## src/rtl/virtio_available_ring_monitor_mq_if.sv

```systemverilog
// Request stream carried between the virtqueue scheduler, the credit monitor and the ring reader.
interface virtio_available_ring_monitor_mq_if #(
   parameter int unsigned DATA_WIDTH  = 64,
   parameter int unsigned ID_WIDTH    = 4,
   parameter int unsigned QUEUE_WIDTH = 2
) ();
   logic                   tvalid;
   logic                   tready;
   logic [DATA_WIDTH-1:0]  tdata;
   logic [ID_WIDTH-1:0]    tid;
   logic [QUEUE_WIDTH-1:0] tdest;
   logic                   tlast;

   modport master (output tvalid, tdata, tid, tdest, tlast, input tready);
   modport slave  (input tvalid, tdata, tid, tdest, tlast, output tready);
endinterface

```

## src/rtl/virtio_available_ring_monitor_mq.sv

```systemverilog
// Per-queue descriptor-index buffer credit monitor: admits read-ring requests only when their
// reservation fits, and returns credit by tapping the buffer's read side.
module virtio_available_ring_monitor_mq #(
   parameter int unsigned NUM_QUEUES             = 4,
   parameter int unsigned CAPACITY               = 16,
   parameter int unsigned MAX_DESCRIPTOR_INDEXES = 4,
   parameter int unsigned DATA_WIDTH             = 64,
   parameter int unsigned ID_WIDTH               = 4,
   parameter int unsigned REQUEST_READ_RING      = 1,
   parameter int unsigned QUEUE_WIDTH            = (NUM_QUEUES >= 2) ? $clog2(NUM_QUEUES) : 1,
   parameter int unsigned CAPACITY_WIDTH         = $clog2(CAPACITY) + 1
) (
   input  logic                                 aclk,
   input  logic                                 areset_n,
   virtio_available_ring_monitor_mq_if.slave    rx,
   virtio_available_ring_monitor_mq_if.master   tx,
   input  logic                                 monitor_tvalid,
   input  logic                                 monitor_tready,
   input  logic [QUEUE_WIDTH-1:0]               monitor_tdest,
   input  logic                                 error_clear,
   output logic [NUM_QUEUES*CAPACITY_WIDTH-1:0] level,
   output logic [NUM_QUEUES-1:0]                full,
   output logic [NUM_QUEUES-1:0]                error_underflow,
   output logic [NUM_QUEUES-1:0]                error_oversize
);
   localparam int unsigned INDEX_SHIFT = $clog2(MAX_DESCRIPTOR_INDEXES);
   localparam int unsigned SUM_WIDTH   = CAPACITY_WIDTH + 1;

   typedef logic [CAPACITY_WIDTH-1:0] level_t;

   logic [16:0]            add_wide;
   level_t                 add;
   level_t                 level_sel;
   logic                   read_ring;
   logic                   oversize;
   logic                   blocked;
   logic                   ready;
   logic                   write;
   logic [SUM_WIDTH-1:0]   sum;

   level_t                 level_q [NUM_QUEUES];
   level_t                 level_d [NUM_QUEUES];
   logic [NUM_QUEUES-1:0]  underflow_q, underflow_d;
   logic [NUM_QUEUES-1:0]  oversize_q, oversize_d;
   logic                   rd_q;
   logic [QUEUE_WIDTH-1:0] rd_queue_q;

   logic                   tx_valid_q;
   logic [DATA_WIDTH-1:0]  tx_data_q;
   logic [ID_WIDTH-1:0]    tx_id_q;
   logic [QUEUE_WIDTH-1:0] tx_dest_q;
   logic                   tx_last_q;

   // Admission: reservation is computed wide so huge counts cannot wrap into a small add.
   always_comb begin
      add_wide  = (17'(rx.tdata[15:0]) + 17'(MAX_DESCRIPTOR_INDEXES - 1)) >> INDEX_SHIFT;
      add       = add_wide[CAPACITY_WIDTH-1:0];
      read_ring = rx.tid == ID_WIDTH'(REQUEST_READ_RING);
      oversize  = read_ring && (add_wide > 17'(CAPACITY));
      level_sel = '0;
      for (int q = 0; q < NUM_QUEUES; q++) begin
         if (rx.tdest == QUEUE_WIDTH'(q)) level_sel = level_q[q];
      end
      blocked   = read_ring && !oversize &&
                  ((SUM_WIDTH'(level_sel) + SUM_WIDTH'(add)) > SUM_WIDTH'(CAPACITY));
      ready     = tx.tready && !(rx.tvalid && blocked);
      write     = rx.tvalid && ready && read_ring && !oversize;
      rx.tready = ready;
   end

   // Per-queue counters; a read with nothing to return saturates at zero and flags underflow.
   always_comb begin
      sum         = '0;
      underflow_d = underflow_q;
      oversize_d  = oversize_q;
      for (int q = 0; q < NUM_QUEUES; q++) begin
         sum = {1'b0, level_q[q]};
         if (write && rx.tdest == QUEUE_WIDTH'(q)) sum = sum + SUM_WIDTH'(add);
         if (error_clear) begin
            underflow_d[q] = 1'b0;
            oversize_d[q]  = 1'b0;
         end
         if (rd_q && rd_queue_q == QUEUE_WIDTH'(q)) begin
            if (sum == '0) underflow_d[q] = 1'b1;
            else sum = sum - SUM_WIDTH'(1);
         end
         if (rx.tvalid && ready && oversize && rx.tdest == QUEUE_WIDTH'(q)) begin
            oversize_d[q] = 1'b1;
         end
         level_d[q] = sum[CAPACITY_WIDTH-1:0];
      end
   end

   always_ff @(posedge aclk or negedge areset_n) begin
      if (!areset_n) begin
         tx_valid_q  <= 1'b0;
         rd_q        <= 1'b0;
         rd_queue_q  <= '0;
         underflow_q <= '0;
         oversize_q  <= '0;
         for (int q = 0; q < NUM_QUEUES; q++) level_q[q] <= '0;
      end else begin
         if (tx.tready) tx_valid_q <= rx.tvalid && !blocked;
         rd_q        <= monitor_tvalid && monitor_tready;
         rd_queue_q  <= monitor_tdest;
         underflow_q <= underflow_d;
         oversize_q  <= oversize_d;
         for (int q = 0; q < NUM_QUEUES; q++) level_q[q] <= level_d[q];
      end
   end

   // Payload flops carry no reset; they are qualified by tx_valid_q.
   always_ff @(posedge aclk) begin
      if (tx.tready) begin
         tx_data_q <= rx.tdata;
         tx_id_q   <= rx.tid;
         tx_dest_q <= rx.tdest;
         tx_last_q <= rx.tlast;
      end
   end

   always_comb begin
      tx.tvalid = tx_valid_q;
      tx.tdata  = tx_data_q;
      tx.tid    = tx_id_q;
      tx.tdest  = tx_dest_q;
      tx.tlast  = tx_last_q;
      level     = '0;
      full      = '0;
      for (int q = 0; q < NUM_QUEUES; q++) begin
         level[q*CAPACITY_WIDTH +: CAPACITY_WIDTH] = level_q[q];
         full[q] = level_q[q] == CAPACITY_WIDTH'(CAPACITY);
      end
      error_underflow = underflow_q;
      error_oversize  = oversize_q;
   end
endmodule

```

## src/flat_wrapper.sv

```systemverilog
// flat-port wrapper written by rule: the top's interface ports become plain ports
module virtio_available_ring_monitor_mq_flat 
#(
   parameter int unsigned NUM_QUEUES             = 4,
   parameter int unsigned CAPACITY               = 16,
   parameter int unsigned MAX_DESCRIPTOR_INDEXES = 4,
   parameter int unsigned DATA_WIDTH             = 64,
   parameter int unsigned ID_WIDTH               = 4,
   parameter int unsigned REQUEST_READ_RING      = 1,
   parameter int unsigned QUEUE_WIDTH            = (NUM_QUEUES >= 2) ? $clog2(NUM_QUEUES) : 1,
   parameter int unsigned CAPACITY_WIDTH         = $clog2(CAPACITY) + 1
)
  (aclk, areset_n, monitor_tvalid, monitor_tready, monitor_tdest, error_clear, level, full, error_underflow, error_oversize, rx_tvalid, rx_tdata, rx_tid, rx_tdest, rx_tlast, rx_tready, tx_tvalid, tx_tdata, tx_tid, tx_tdest, tx_tlast, tx_tready);
  virtio_available_ring_monitor_mq_if #(.DATA_WIDTH(DATA_WIDTH), .ID_WIDTH(ID_WIDTH), .QUEUE_WIDTH(QUEUE_WIDTH)) rx_i ();
  virtio_available_ring_monitor_mq_if #(.DATA_WIDTH(DATA_WIDTH), .ID_WIDTH(ID_WIDTH), .QUEUE_WIDTH(QUEUE_WIDTH)) tx_i ();
  input  logic aclk;
  input  logic areset_n;
  input  logic monitor_tvalid;
  input  logic monitor_tready;
  input  logic [QUEUE_WIDTH-1:0] monitor_tdest;
  input  logic error_clear;
  output logic [NUM_QUEUES*CAPACITY_WIDTH-1:0] level;
  output logic [NUM_QUEUES-1:0] full;
  output logic [NUM_QUEUES-1:0] error_underflow;
  output logic [NUM_QUEUES-1:0] error_oversize;
  input wire logic [$bits(rx_i.tvalid)-1:0] rx_tvalid;
  input wire logic [$bits(rx_i.tdata)-1:0] rx_tdata;
  input wire logic [$bits(rx_i.tid)-1:0] rx_tid;
  input wire logic [$bits(rx_i.tdest)-1:0] rx_tdest;
  input wire logic [$bits(rx_i.tlast)-1:0] rx_tlast;
  output wire logic [$bits(rx_i.tready)-1:0] rx_tready;
  output wire logic [$bits(tx_i.tvalid)-1:0] tx_tvalid;
  output wire logic [$bits(tx_i.tdata)-1:0] tx_tdata;
  output wire logic [$bits(tx_i.tid)-1:0] tx_tid;
  output wire logic [$bits(tx_i.tdest)-1:0] tx_tdest;
  output wire logic [$bits(tx_i.tlast)-1:0] tx_tlast;
  input wire logic [$bits(tx_i.tready)-1:0] tx_tready;
  assign rx_i.tvalid = rx_tvalid;
  assign rx_i.tdata = rx_tdata;
  assign rx_i.tid = rx_tid;
  assign rx_i.tdest = rx_tdest;
  assign rx_i.tlast = rx_tlast;
  assign rx_tready = rx_i.tready;
  assign tx_tvalid = tx_i.tvalid;
  assign tx_tdata = tx_i.tdata;
  assign tx_tid = tx_i.tid;
  assign tx_tdest = tx_i.tdest;
  assign tx_tlast = tx_i.tlast;
  assign tx_i.tready = tx_tready;
  virtio_available_ring_monitor_mq #(.NUM_QUEUES(NUM_QUEUES), .CAPACITY(CAPACITY), .MAX_DESCRIPTOR_INDEXES(MAX_DESCRIPTOR_INDEXES), .DATA_WIDTH(DATA_WIDTH), .ID_WIDTH(ID_WIDTH), .REQUEST_READ_RING(REQUEST_READ_RING), .QUEUE_WIDTH(QUEUE_WIDTH), .CAPACITY_WIDTH(CAPACITY_WIDTH)) u_core (.aclk(aclk), .areset_n(areset_n), .rx(rx_i), .tx(tx_i), .monitor_tvalid(monitor_tvalid), .monitor_tready(monitor_tready), .monitor_tdest(monitor_tdest), .error_clear(error_clear), .level(level), .full(full), .error_underflow(error_underflow), .error_oversize(error_oversize));
endmodule
```

## config.mk

```make
export PLATFORM = sky130hd
export DESIGN_NAME = virtio_available_ring_monitor_mq_flat
export DESIGN_NICKNAME = d
export VERILOG_FILES = /design/src/rtl/virtio_available_ring_monitor_mq_if.sv /design/src/rtl/virtio_available_ring_monitor_mq.sv /design/src/flat_wrapper.sv
export SDC_FILE = /design/constraint.sdc
export NUM_CORES = 1
export LEC_CHECK = 0
export ABC_CLOCK_PERIOD_IN_PS = 11950
export CAP_MARGIN = 20
export CORE_UTILIZATION = 50
export CTS_CLUSTER_DIAMETER = 50
export DETAILED_ROUTE_END_ITERATION = 10
export PLACE_DENSITY = 0.86
export SLEW_MARGIN = 20
export SYNTH_ARGS = -nofsm -noshare
export SYNTH_HDL_FRONTEND = slang
export SYNTH_SLANG_ARGS = --single-unit
```

## constraint.sdc

```tcl
create_clock -name aclk -period 11.95 [get_ports aclk]
set_clock_uncertainty 0.2 [all_clocks]
set_input_delay 2.39 -clock aclk [delete_from_list [all_inputs] [get_ports aclk]]
set_output_delay 2.39 -clock aclk [all_outputs]
set_load 0.1 [all_outputs]
```

==> impl_metrics.yaml <==
hold_path:
  hold_path_depth: 1
  min_to: "u_core.error_underflow[2]"
  min_path_type: "flop to flop"
  hp-start: "u_core.error_underflow[2]"
setup_path:
  crit_type: "primary input to output pin"
  endpoint_kind: "output pin"
  reg2reg_slack_ns: 6.09
  worstReg2RegStart: "u_core.level[5]"
  reg2reg_depth: 15
  worstReg2RegEnd: "u_core.level[8]"
  cp_max_fo: 14
  start_kind: "primary input"
  worst_ep_required_time_ns: 9.36
  arrival_ns: 7.26
synth:
  syn_nets: 569
  avgSynthCellArea_sq_um: 12.63
  ys_warn_count: 0
  synth-edff-count: 71
  synth-main-ff-cell: "edfxtp_1"
  syn_inst: 451
  yosys.cell_types.count: 70
  syn_area_sq_um: 5694
  ys_ff_latch: 103
  ys_seq_area_frac: 0.5151
  async_flop_share: 0.3107
job:
  maxCapViolCount: 0
drt:
  vias: 4759
  drt_wl_total_mm: 17.44
  first_pass_iters: 5
  wire_per_inst_um: 22.15
  drc: 0
  via_per_inst: 6.047
  ant_nets: 0
  drt-initial-drc-count: 324
global_routing:
  grt_max_degree: 77
  antenna_found_initial: 0
  grt_use_total: 0.3071
  grt_first_pass_wirelength_mm: 26.68
  grt_overflow: 0
  grt_pass1_vias: 4784
final_layout:
  fillers: 737
  finish.net_count: 760
  num_antenna_cells: 0
  multi_input_area_sq_um: 2700
  area_growth_pct: 40.32
  final-seq-area_sq_um: 2933
  final_cell_area_sq_um: 7990
  drive_above_1_share: 0.07264
  postLayoutCoreUtil: 0.7275
placement:
  gp_congestion: 0.9319
  placed_area_sq_um: 7685
  io_buffers: 184
  hpwl_mm: 12.90
power_and_ir_drop:
  peakVddDrop_mv: 0.2155
  p_leak_nw: 3.043
  cellPowerDensity_nw_per_um2: 229.3
timing:
  worstMarginPinSlew_ns: 1.072
  hold_viol: 0
  finalSetupTns_ns: 0
  slew_headroom: 0.2829
  finalSetupViolCount: 0
  layout_worst_path_cycle_share: 0.8245
  rsz0062_at_grt: "false"
  fin_crit_ns: 9.853
  slew_viol_final: 0
  maxClockFrequency_mhz: 101.5
clock_tree:
  cts_tree: "yes"
  cts_setup_buffers: 0
  cts.sinks: 103
  postCtsResizedCells: 0
  numCtsBuffers: 9
  postCtsHoldBufs: 0
  cts.clk_slew.worst_paths_ns: 0.07
  cts.path.max_buffers: 2
  cts_max_level: 3
  cts_root_buffer: "clkbuf_16"
  insertion_delay_ns: 0.36
die:
  die_w_um: 108.7
  dieArea_sq_um: 11820
  core_sq_um: 10980
  die_y_um: 108.7
  placement_rows: 38
  ios: 185
  start_util: 0.5185
run_status:
  outcome: "complete, no violations"
Yosys cell counts (10+ instances only):
master	instances	area, sq um
a21o_1	15	112.6
xor2_1	10	87.58
edfxtp_1	71	2132
nand3_1	15	75.07
nor4_1	15	93.84
ha_1	33	412.9
a21oi_1	22	110.1
xnor2_1	19	166.4
nor3_1	14	70.07
mux2i_1	23	230.2
nor2_1	22	82.58
nand2b_1	11	68.82
nand2_1	22	82.58
dfrtp_1	32	800.8
power breakdown:
group | switching, mW | total (mW) | internal, mW
sequential | 0.0907 | 0.527 | 0.437
clock | 0.143 | 0.310 | 0.167
combinational | 0.685 | 0.995 | 0.310
total | 0.919 | 1.83 | 0.913
worst max-delay path by stage:
stage,end,from,cells past startpoint
after floorplan,rx_tready,rx_tdest[0],9
after global placement,rx_tready,rx_tdest[0],10
after detailed placement,rx_tready,rx_tdest[0],10
after CTS,rx_tready,rx_tdest[0],10
after global routing,rx_tready,rx_tdest[0],10
final,rx_tready,rx_tdest[0],10
registers in the layout (all words and copies together), names as in the netlist:
signal	cells
u_core.tx.tlast	1
u_core.error_underflow	4
u_core.tx.tid	4
u_core.rd_q	1
u_core.rd_queue_q	2
u_core.error_oversize	4
u_core.tx.tdest	2
u_core.level	20
u_core.tx.tdata	64
u_core.tx.tvalid	1
cell families after synthesis:
logic type,count (synthesis),synth area share
adder cells (fa/ha/maj),38,0.09009
XOR/XNOR,29,0.04460
flip-flops,103,0.5151
AND/OR/NAND/NOR,150,0.1582
AO/OA/AOI/OAI,88,0.1151
buffers and inverters,12,0.01076
multiplexers,31,0.06614
cell usage in the layout, fill, tap and decap left out, drive strengths merged, types with 10 or more instances in the layout:
| master | instances |
|---|---|
| nor4 | 19 |
| nor3 | 15 |
| nand2b | 11 |
| nor2 | 23 |
| clkdlybuf4s50 | 183 |
| a21oi | 22 |
| clkbuf | 10 |
| inv | 10 |
| nand3 | 15 |
| dfrtp | 32 |
| nand2 | 23 |
| mux2i | 23 |
| xor2 | 10 |
| a21o | 15 |
| xnor2 | 19 |
| edfxtp | 71 |
| ha | 33 |
cell type report:
type,instances,share of cell area
Inverter,6,0.002819
Timing Repair Buffer,186,0.2321
Clock buffer,10,0.02866
Sequential cell,103,0.3671
Tap cell,140,0.02192
Clock inverter,6,0.009552
Multi-Input combinational cell,336,0.3379
critical path: stages:
cell	delay (ns)
clkdlybuf4s50_1	0.84
mux4_2	0.57
ha_1	0.24
fa_1	0.50
or3_1	0.42
a2111oi_1	0.52
o41a_1	0.32
a21boi_1	0.13
a21boi_1	0.16
clkdlybuf4s50_1	1.17
through the flow:
| stage | std cells | hold slack (ns) | setup slack [ns] | total power, mW |
|---|---|---|---|---|
| floorplan | 451 | 0.5310 | 2.721 | 1.244 |
| global placement | 771 | 0.2668 | 2.355 | 1.482 |
| detailed placement | 771 | 0.2719 | 2.165 | 1.508 |
| CTS | 787 | 0.2876 | 2.155 | 1.824 |
| global route | 787 | 0.3007 | 1.850 | 1.912 |
| finish | 787 | 0.2836 | 2.097 | 1.832 |
metal layers:
metal  up-vias  share of wire  routed length [um]  GRT usage
met5         -              0                   0          0
met4         0          0.028                 480     0.1120
met3        57          0.096                1676    0.08249
met2       270           0.50                8671     0.5267
met1      2294           0.38                6607     0.3701
li1       2138              -                   -          -
No activity file was read; power rests on OpenSTA's default activity.
